===== src/rtl/mem_burst_ctrl.sv =====
// Burst controller between load/store logic and a single-port word RAM.
// Streams write beats into the RAM; returns read beats through a skid-free registered output.
module mem_burst_ctrl #(
  parameter int ADDR_W = 8,
  parameter int DATA_W = 32,
  parameter int LEN_W  = 4
) (
  input  logic              clk,
  input  logic              rst,
  input  logic              req_valid,
  output logic              req_ready,
  input  logic              req_we,
  input  logic [ADDR_W-1:0] req_addr,
  input  logic [LEN_W-1:0]  req_len,
  input  logic [DATA_W-1:0] wdata,
  input  logic              wdata_valid,
  output logic              wdata_ready,
  output logic [DATA_W-1:0] rdata,
  output logic              rdata_valid,
  input  logic              rdata_ready,
  output logic              busy,
  output logic              done,
  output logic [ADDR_W-1:0] ram_addr,
  output logic [DATA_W-1:0] ram_in,
  output logic              ram_wr,
  input  logic [DATA_W-1:0] ram_out
);

  typedef enum logic [2:0] {IDLE, WRITE, READ, DRAIN, DONE} state_t;

  state_t            state;
  logic [ADDR_W-1:0] cur_addr;
  logic [LEN_W-1:0]  beats_left;
  logic              capture;

  assign req_ready   = (state == IDLE);
  assign busy        = (state != IDLE);
  assign done        = (state == DONE);
  assign wdata_ready = (state == WRITE);
  // Gated by state so a reset mid-burst kills the write strobe in the same cycle.
  assign ram_wr      = (state == WRITE) && wdata_valid;
  assign ram_addr    = cur_addr;
  assign ram_in      = wdata;
  // Refill whenever the output slot is empty or being drained this cycle.
  assign capture     = (state == READ) && (!rdata_valid || rdata_ready);

  always_ff @(posedge clk or posedge rst) begin
    if (rst) begin
      state       <= IDLE;
      cur_addr    <= '0;
      beats_left  <= '0;
      rdata       <= '0;
      rdata_valid <= 1'b0;
    end else begin
      unique case (state)
        IDLE: begin
          if (req_valid) begin
            cur_addr   <= req_addr;
            beats_left <= req_len;
            state      <= req_we ? WRITE : READ;
          end
        end
        WRITE: begin
          if (wdata_valid) begin
            cur_addr <= cur_addr + ADDR_W'(1);
            if (beats_left == '0) state <= DONE;
            else beats_left <= beats_left - LEN_W'(1);
          end
        end
        READ: begin
          if (capture) begin
            rdata       <= ram_out;
            rdata_valid <= 1'b1;
            cur_addr    <= cur_addr + ADDR_W'(1);
            if (beats_left == '0) state <= DRAIN;
            else beats_left <= beats_left - LEN_W'(1);
          end
        end
        DRAIN: begin
          if (rdata_valid && rdata_ready) begin
            rdata_valid <= 1'b0;
            state       <= DONE;
          end
        end
        DONE:    state <= IDLE;
        default: state <= IDLE;
      endcase
    end
  end

endmodule


===== config.mk =====
export PLATFORM = sky130hd
export DESIGN_NAME = mem_burst_ctrl
export DESIGN_NICKNAME = d
export VERILOG_FILES = /design/src/rtl/mem_burst_ctrl.sv
export SDC_FILE = /design/constraint.sdc
export NUM_CORES = 1
export LEC_CHECK = 0
export BUFFER_PORTS_ARGS = -buffer_cell sky130_fd_sc_hd__buf_4
export CAP_MARGIN = 30
export CORE_MARGIN = 2
export CORE_UTILIZATION = 43
export CTS_CLUSTER_SIZE = 40
export DETAILED_ROUTE_END_ITERATION = 7
export PLACE_DENSITY = 0.8
export SLEW_MARGIN = 20
export SYNTH_ARGS = -nofsm -noshare
export SYNTH_HDL_FRONTEND = slang
export SYNTH_SLANG_ARGS = --single-unit

===== constraint.sdc =====
create_clock -name clk -period 2.5 [get_ports clk]
set_input_delay 0.125 -clock clk [delete_from_list [all_inputs] [get_ports clk]]
set_output_delay 0.125 -clock clk [all_outputs]
set_load 0.03 [all_outputs]

After elaboration in Yosys (flattened, before gate mapping)
Index checks and enable logic that the tools add are counted.
Widths: inputs -> output; s select.
{ "totals": {"ff_bits": 48, "in_bits": 82, "output_inout_bits": 78, "elab_cells": 51} }
{ "classes": {"add_sub_neg": 2, "n_eq_ne": 10, "n_mux": 20, "reduce_logical": 14} }
{ "ops": {"columns": ["op", "count"], "rows": [
  ["$mux 8", 3],
  ["$pmux 8 s3", 1],
  ["$mux 3", 6],
  ["$mux 4", 4],
  ["$pmux 3 s4", 1],
  ["$pmux 4 s3", 1],
  ["$add 8x1->8 const B", 1],
  ["$ne 2x2->1 const B", 4],
  ["$eq 3x2->1 const B", 2],
  ["$reduce_and 6->1", 1],
  ["$reduce_bool 3->1", 2],
  ["$logic_not 4->1", 1],
  ["$ne 2x1->1 const B", 2],
  ["$reduce_and 4->1", 1],
  ["$sub 4x1->4 const B", 1],
  ["$eq 3x1->1 const B", 1],
  ["$eq 3x3->1 const B", 1],
  ["$logic_and 1x1->1", 3],
  ["$logic_not 3->1", 1],
  ["$reduce_and 3->1", 1],
  ["$mux 1", 2],
  ["$mux 2", 1],
  ["$pmux 1 s2", 1],
  ["$reduce_and 2->1", 1],
  ["other kinds (3)", 3]
]} }

Logic depth before layout (Yosys ltp)
Gate-level depths: netlist (run 1).
{ "depth": {"depth_word": 5, "ltp_mapped": 7, "mapped_depth_nobuf": 6} }

Least setup slack after synthesis (run 1)
Ideal clock, no wire load.
{ "synth_timing": {"kind": "flip-flop to flip-flop", "from": "register state[0]", "to": "register rdata[0]", "setup_time_ns": 0.125, "arrival_ns": 1.653, "t_required_ns": 2.375, "setup_slack_ns": 0.722, "path_stages_with_launch": 7, "path_buffers": 3, "period_less_slack_ns": 1.778, "path_cell_list": "dfrtp_1 -> buf_6 -> or2_4 -> or3_1 -> buf_6 -> buf_12 -> mux2_4"} }
{ "synth_via": {"elab_chain_cells": 3} }
{ "synth_lines": {"columns": ["element", "line_no", "rtl"], "rows": [
  ["from (decl)", "31", "state_t state;"],
  ["from (signal assigned)", "60", "state <= req_we ? WRITE : READ;"],
  ["$eq 3x2->1 (*)", "45, 55", null],
  ["$logic_and 1x1->1", "45", "assign capture = (state == READ) && (!rdata_valid || rdata_ready);"],
  ["$reduce_and 2->1 (no line) (*)", null, null],
  ["to (signal assigned)", "72", "rdata <= ram_out;"],
  ["to (decl)", "18", "output logic [DATA_W-1:0] rdata,"]
]} }
Every way passes the cells marked *; elsewhere a longest branch is shown, timed or not.
A chain may end at the register's enable or synchronous reset.

Worst setup path in the final report (run 1)
{ "layout_timing": {"from": "register state[0]", "to": "register rdata[1]"} }
Same word-level chain as after synthesis.

==> results.md, run 1 <==
* Outcome: completed
* Syn Inst Count at 221
* Port Buf Inserts at between 90 and 100
* Drt pass-1 iters at 4
* CTS Root Cell: clkbuf_8
* Avg WL per Cell at about 15 um
* Critical Path, Cell by Cell: or2_4 -> or3_2 -> buf_4 -> mux2_4
* Post-route ant nets at 0
* Initial antenna violation count at 0
* Reg-to-Reg End: rdata[1]
* Sequential-to-total area share from yosys stat at between 40% and 50%
* Core area at approximately 0.006 mm2
* Placement Setup Slack at between 400 and 500 ps
* Worst setup EP type: register
* Final nets at 370
* Final hold slack at 61.0 ps
* Maximum clock path buffer count at 2
* Max Freq at between 400 and 500 MHz
* Most frequent cells in the layout: buf_4, dfrtp_1, mux2_4
* WS Path Type: reg -> reg
* Worst-path fanout max at 32
* Slew @ Worst Pin at about 570 ps
* Worst-path clk slew at roughly 80 ps
* Slew margin rel. at between 60% and 70%
* First-pass GRT wire length at 8.21 mm
* Most common cell after layout, fill and taps aside: buf_4
* WL final at between 5 and 6 mm
* Syn Nets at a little over 300
* Required @ worst endpoint at 2680 ps
* N_diodes at 0
* Reg2Reg Depth at 4
* Vias per Instance at about 5.2
* GRT Util Overall at approximately 16%
* PwrDens at approximately 1600 mW/mm2
* Synth Register Bits at 48
* Unique masters post-synth at 45
* Unrepaired setup endpoints after global routing: false
* CP startpoint kind: register
* Async S/R FF share, synth at 100%
* Clock Sinks at 48
* EDFF count, synth at 0
* Fin util at a little under three fifths
* Area growth syn-to-layout at 24.5%
* Fin crit period at slightly above 2000 ps
* Detailed Route Iter0 Violations at ~80
* Cell Count, Final, Fillers Out at around 360
* Skew-Pair Late Insertion Delay at 290 ps
* Syn avg cell area at 11.9 um2
* TritonCTS buffer count at 5
* Post-route worst setup slack at ~460 ps
* Filler Cell Count at roughly 510
* Die area at 0.00678 mm2
* Synthesized area at around 0.0026 mm2
* Routability Congestion at about 0.82
* Hold Path End: rdata[14]
* Residual overflow from global routing at 0
* Leak pwr at 0.00164 uW
* Critical-path top delay cell: dfrtp_1
* Most used DFF post-synth: dfrtp_1
* Max Cap Viol at 0
* DP HPWL at 4.10 mm
* Share of cells above drive strength 1 at between 50% and 60%
* Peak supply drop at between 0.9 and 1 mV
* Setup violators final at 0
* Via count at 1871
* Final hold viol count at 0
* Setup TNS at 0 ps
* FP Rows at 28
* Period utilisation layout at approximately four fifths
* Worst Hold Launch: ram_out[14]
* CTS H-tree depth at 2
* CTS tree: done
* Clk_skew at approximately 5.5 ps
* Initial Util at between 40% and 50%
* DP Cell Count at about 350
* I/O Pins at 160
* Crit path max-delay family: simple AND/OR/NAND/NOR gates
* # DRC at 0
* DIE WIDTH at roughly 82 um
* Vias in the first global route at approximately 1800
* Largest net degree at the start of global routing at 33
* Hold Path Depth at 2
* Worst r2r src: state[0]
* Sequential cell area at approximately 0.0012 mm2
* Worst hold path class: in -> reg
* Cts repair resizes at 0
* Worst Path Arrival at roughly 2200 ps
* Die height at between 80 and 90 um
* CP max stage delay at 490 ps
* R2r setup slk at between 400 and 500 ps
* Total of warnings raised by yosys at 0
* Footprint of the multi-input gates at around 0.0011 mm2
* Worst Path Buf+Inv at 1
* Final Max Slew Viols at 0
synth_stat cells (3+ instances only):
cell,number,area (um2)
a21oi_1,7,35.0
nor3_1,5,25.0
dfrtp_1,48,1200
nor2_1,9,33.8
clkbuf_1,3,11.3
nor4_1,4,25.0
mux2i_1,6,60.1
buf_4,33,248
or2_2,3,18.8
nand2_1,7,26.3
o2bb2ai_1,5,43.8
inv_1,8,30.0
buf_12,3,60.1
o21ai_0,10,50.1
mux2_4,30,450
how the worst max path moves through the flow:
stage | cells after the start | endpoint | slack, ps | startpoint
after global placement | 4 | rdata[31] | 510 | state[0]
after CTS | 4 | rdata[1] | 460 | state[0]
after global routing | 4 | rdata[7] | 410 | state[1]
after detailed placement | 4 | rdata[1] | 470 | state[0]
after floorplan | 6 | rdata[0] | 720 | state[0]
final | 4 | rdata[1] | 460 | state[0]
kinds of logic after synthesis:
kind of cell	Yosys count	synth area share [%]
AO/OA/AOI/OAI	39	9.96
XOR/XNOR	1	0.332
adder cells (fa/ha/maj)	2	0.948
buffers and inverters	51	14.5
flip-flops	48	45.5
multiplexers	38	20.2
AND/OR/NAND/NOR	42	8.58
what timing repair did:
action | CTS | global route
buffers inserted | 0 | 0
endpoints found under the hold margin | 16 | 0
hold buffers | 1 | 0
sequential cells by signal, summed over array words and instances (netlist names):
signal and cells:
state 3, beats_left 4, rdata_valid 1, rdata 32
ram_addr 8
per-stage QoR:
stage	total power, uW	cell area, um2
2_1_floorplan	3990	2640
3_3_place_gp	4710	3130
3_5_place_dp	4800	3150
4_1_cts	5460	3280
5_1_grt	5770	3280
6_report	5420	3280
per-layer routing:
metal	global-route usage [%]	vias up	share of wire, %
met5	0	-	0
met4	4.67	0	0.92
met3	4.35	12	9.5
met2	27.6	81	49
met1	18.8	901	41
li1	-	877	-
power breakdown:
group | leakage, uW | switching (uW) | total, uW | internal [uW]
clock | 0.0000642 | 247 | 640 | 394
sequential | 0.000565 | 322 | 1510 | 1180
combinational | 0.00101 | 1770 | 3270 | 1500
cell type report:
cell class,instances,area share [%]
Clock buffer,5,2.10
Clock inverter,2,1.83
Inverter,8,0.914
Multi-Input combinational cell,122,32.2
Sequential cell,48,36.6
Tap cell,75,2.86
Timing Repair Buffer,101,23.5
No activity file was read; power rests on OpenSTA's default activity.
==> run 2, diff against run 1 <==
clock period = 2.1 ns   (was 2.5 ns; I/O delays follow)
==> run 2 against run 1 <==
- final area rose by 0.11%
- global-route usage rose by 0.12 points
- clock-buffer cell count rose by 1
- combinational power rose by 22%
- register-to-register slack got worse by 200 ps
- first-iteration DRC count fell by 15%
- clock power fell by 11%
- total power rose by 17%
- core utilization rose by 0.063 points
- via count fell by 0.53%
- critical path type unchanged
==> results.md, run 2 (synthesis gave the netlist of run 1 again) <==
* Post-route ant nets at 0
* Share of cells above drive strength 1 at between 50 and 60%
* Area growth syn-to-layout at 24.6%
* Worst Path Arrival at 2060 ps
* R2r setup slk at ~250 ps
* TritonCTS buffer count at 5
* Hold Path End: rdata[4]
* Placement Setup Slack at around 270 ps
* Clock Sinks at 48
* Internal Power at between 3000 and 4000 uW
* Die area at roughly 0.0068 mm2
* Leak pwr at between 0.0015 and 0.002 uW
* Maximum clock path buffer count at 2
* Worst hold path class: in -> reg
* Slew margin rel. at a little under two thirds
* Worst r2r src: beats_left[0]
* Worst-path clk slew at ~90 ps
* Final Max Slew Viols at 0
* Outcome: completed
* N_diodes at 0
* # DRC at 0
* Drt pass-1 iters at 4
* Via count at approximately 1900
* Skew-Pair Late Insertion Delay at about 290 ps
* Post-CTS Setup Bufs at 0
* Max reg flops at 32
* Most common cell after layout, fill and taps aside: buf_4
* Footprint of the multi-input gates at approximately 0.0011 mm2
* Die height at ~82 um
* Post-route worst setup slack at 252 ps
* Largest net degree at the start of global routing at 33
* Clk_skew at 4.02 ps
* CTS Root Cell: clkbuf_8
* Sequential power share at about 28%
* Avg WL per Cell at between 10 and 15 um
* Switching portion of total power at between 40% and 50%
* DIE WIDTH at 82.3 um
* FP Rows at 28
* Fin util at between 50% and 60%
* Final hold viol count at 0
* First-pass GRT wire length at roughly 8.3 mm
* CP startpoint kind: register
* Port Buf Inserts at 95
* Residual overflow from global routing at 0
* GRT Util Overall at 15.9%
* Reg-to-Reg End: state[0]
* Filler Cell Count at 507
* CTS tree: done
* Vias per Instance at 5.10
* Peak supply drop at between 1 and 1.5 mV
* Setup TNS at 0 ps
* DP HPWL at 4.04 mm
* Worst-path fanout max at 5
* Post-route cell area at roughly 0.0033 mm2
* Fin crit period at between 1500 and 2000 ps
* Initial antenna violation count at 0
* PwrDens at just under 2000 mW/mm2
* Register name with the most flops: rdata
* Reg2Reg Depth at 6
* Period utilisation layout at about nine tenths
* Core area at 0.00592 mm2
* Vias in the first global route at ~1800
* Hold Path Depth at 2
* Setup violators final at 0
* Area after DPL at 0.00318 mm2
* Max Freq at 541 MHz
* Worst Hold Launch: ram_out[4]
* Clock Power Share at between 8 and 9%
* PnR Total Power at roughly 6300 uW
* Unrepaired setup endpoints after global routing: false
* Cts repair resizes at 0
* Most frequent cells in the layout: buf_4, dfrtp_1, mux2_4
* WS Path Type: reg -> reg
* Required @ worst endpoint at around 2300 ps
* Routability Congestion at between 0.8 and 0.9
* I/O Pins at 160
* Final nets at approximately 370
* Slew @ Worst Pin at 547 ps
* Max Cap Viol at 0
* Initial Util at between 40 and 50%
* Sequential cell area at 0.00120 mm2
* Detailed Route Iter0 Violations at 69
* Net Switching at about 2800 uW
* WL final at between 5 and 6 mm
* Worst setup EP type: register
* Logic pwr share at 63.2%
* CTS H-tree depth at 2
run 2: changes by cell type in the layout (fill, tap and decap cells not counted), sizes merged:
| cell | delta |
|---|---|
| buf | +3 |
| bufinv | -2 |
| clkinvlp | +2 |
| clkbuf | +1 |
run 2: final cells by class:
| class | instances | area share [%] |
|---|---|---|
| multi-input combinational | 122 | 32.2 |
| clock buffer | 6 | 2.51 |
| clock inverter | 2 | 0.457 |
| timing repair buffer | 104 | 24.6 |
| inverter | 8 | 0.913 |
| sequential | 48 | 36.5 |
| tap | 75 | 2.85 |
run 2: through the flow:
step / instances / hold WS [ps]
6_report: 365 / 40.1
5_1_grt: 365 / 18.5
4_1_cts: 365 / 28.0
3_5_place_dp: 356 / 201
3_3_place_gp: 356 / 198
2_1_floorplan: 221 / 254
run 2: power by group through the flow:
stage,registers [uW],clock network [uW],logic (uW)
detailed placement,1770,0,4020
finish,1760,567,4000
floorplan,2530,0,2220
global placement,1750,0,3940
CTS,1760,593,4040
global route,1820,636,4330
run 2: worst max-delay path by stage:
| stage | startpoint | endpoint | slack (ps) |
|---|---|---|---|
| final | beats_left[0] | state[0] | 250 |
| after global routing | beats_left[0] | state[0] | 170 |
| after CTS | beats_left[0] | state[0] | 240 |
| after detailed placement | beats_left[0] | state[0] | 270 |
| after global placement | beats_left[0] | state[0] | 340 |
| after floorplan | state[0] | rdata[0] | 320 |
run 2: routing by layer:
metal	wire (um)	vias to the layer above	GRT usage, %
met5	0	-	0
li1	-	879	-
met1	2330	894	19.3
met2	2660	76	27.6
met3	434	12	4.02
met4	51	0	4.83
run 2: critical path, cell delays in order, from the launching register on:
cell,delay [ps]
dfrtp_1,420
inv_1,80
ha_1,210
or3b_2,490
o31a_1,290
o311a_1,130
o21ai_0,150
run 2: timing repair:
action | 4_1_cts | 5_1_grt
setup endpoints to repair | 0 | 0
endpoints found under the hold margin | 23 | 0
hold buffers | 1 | 0
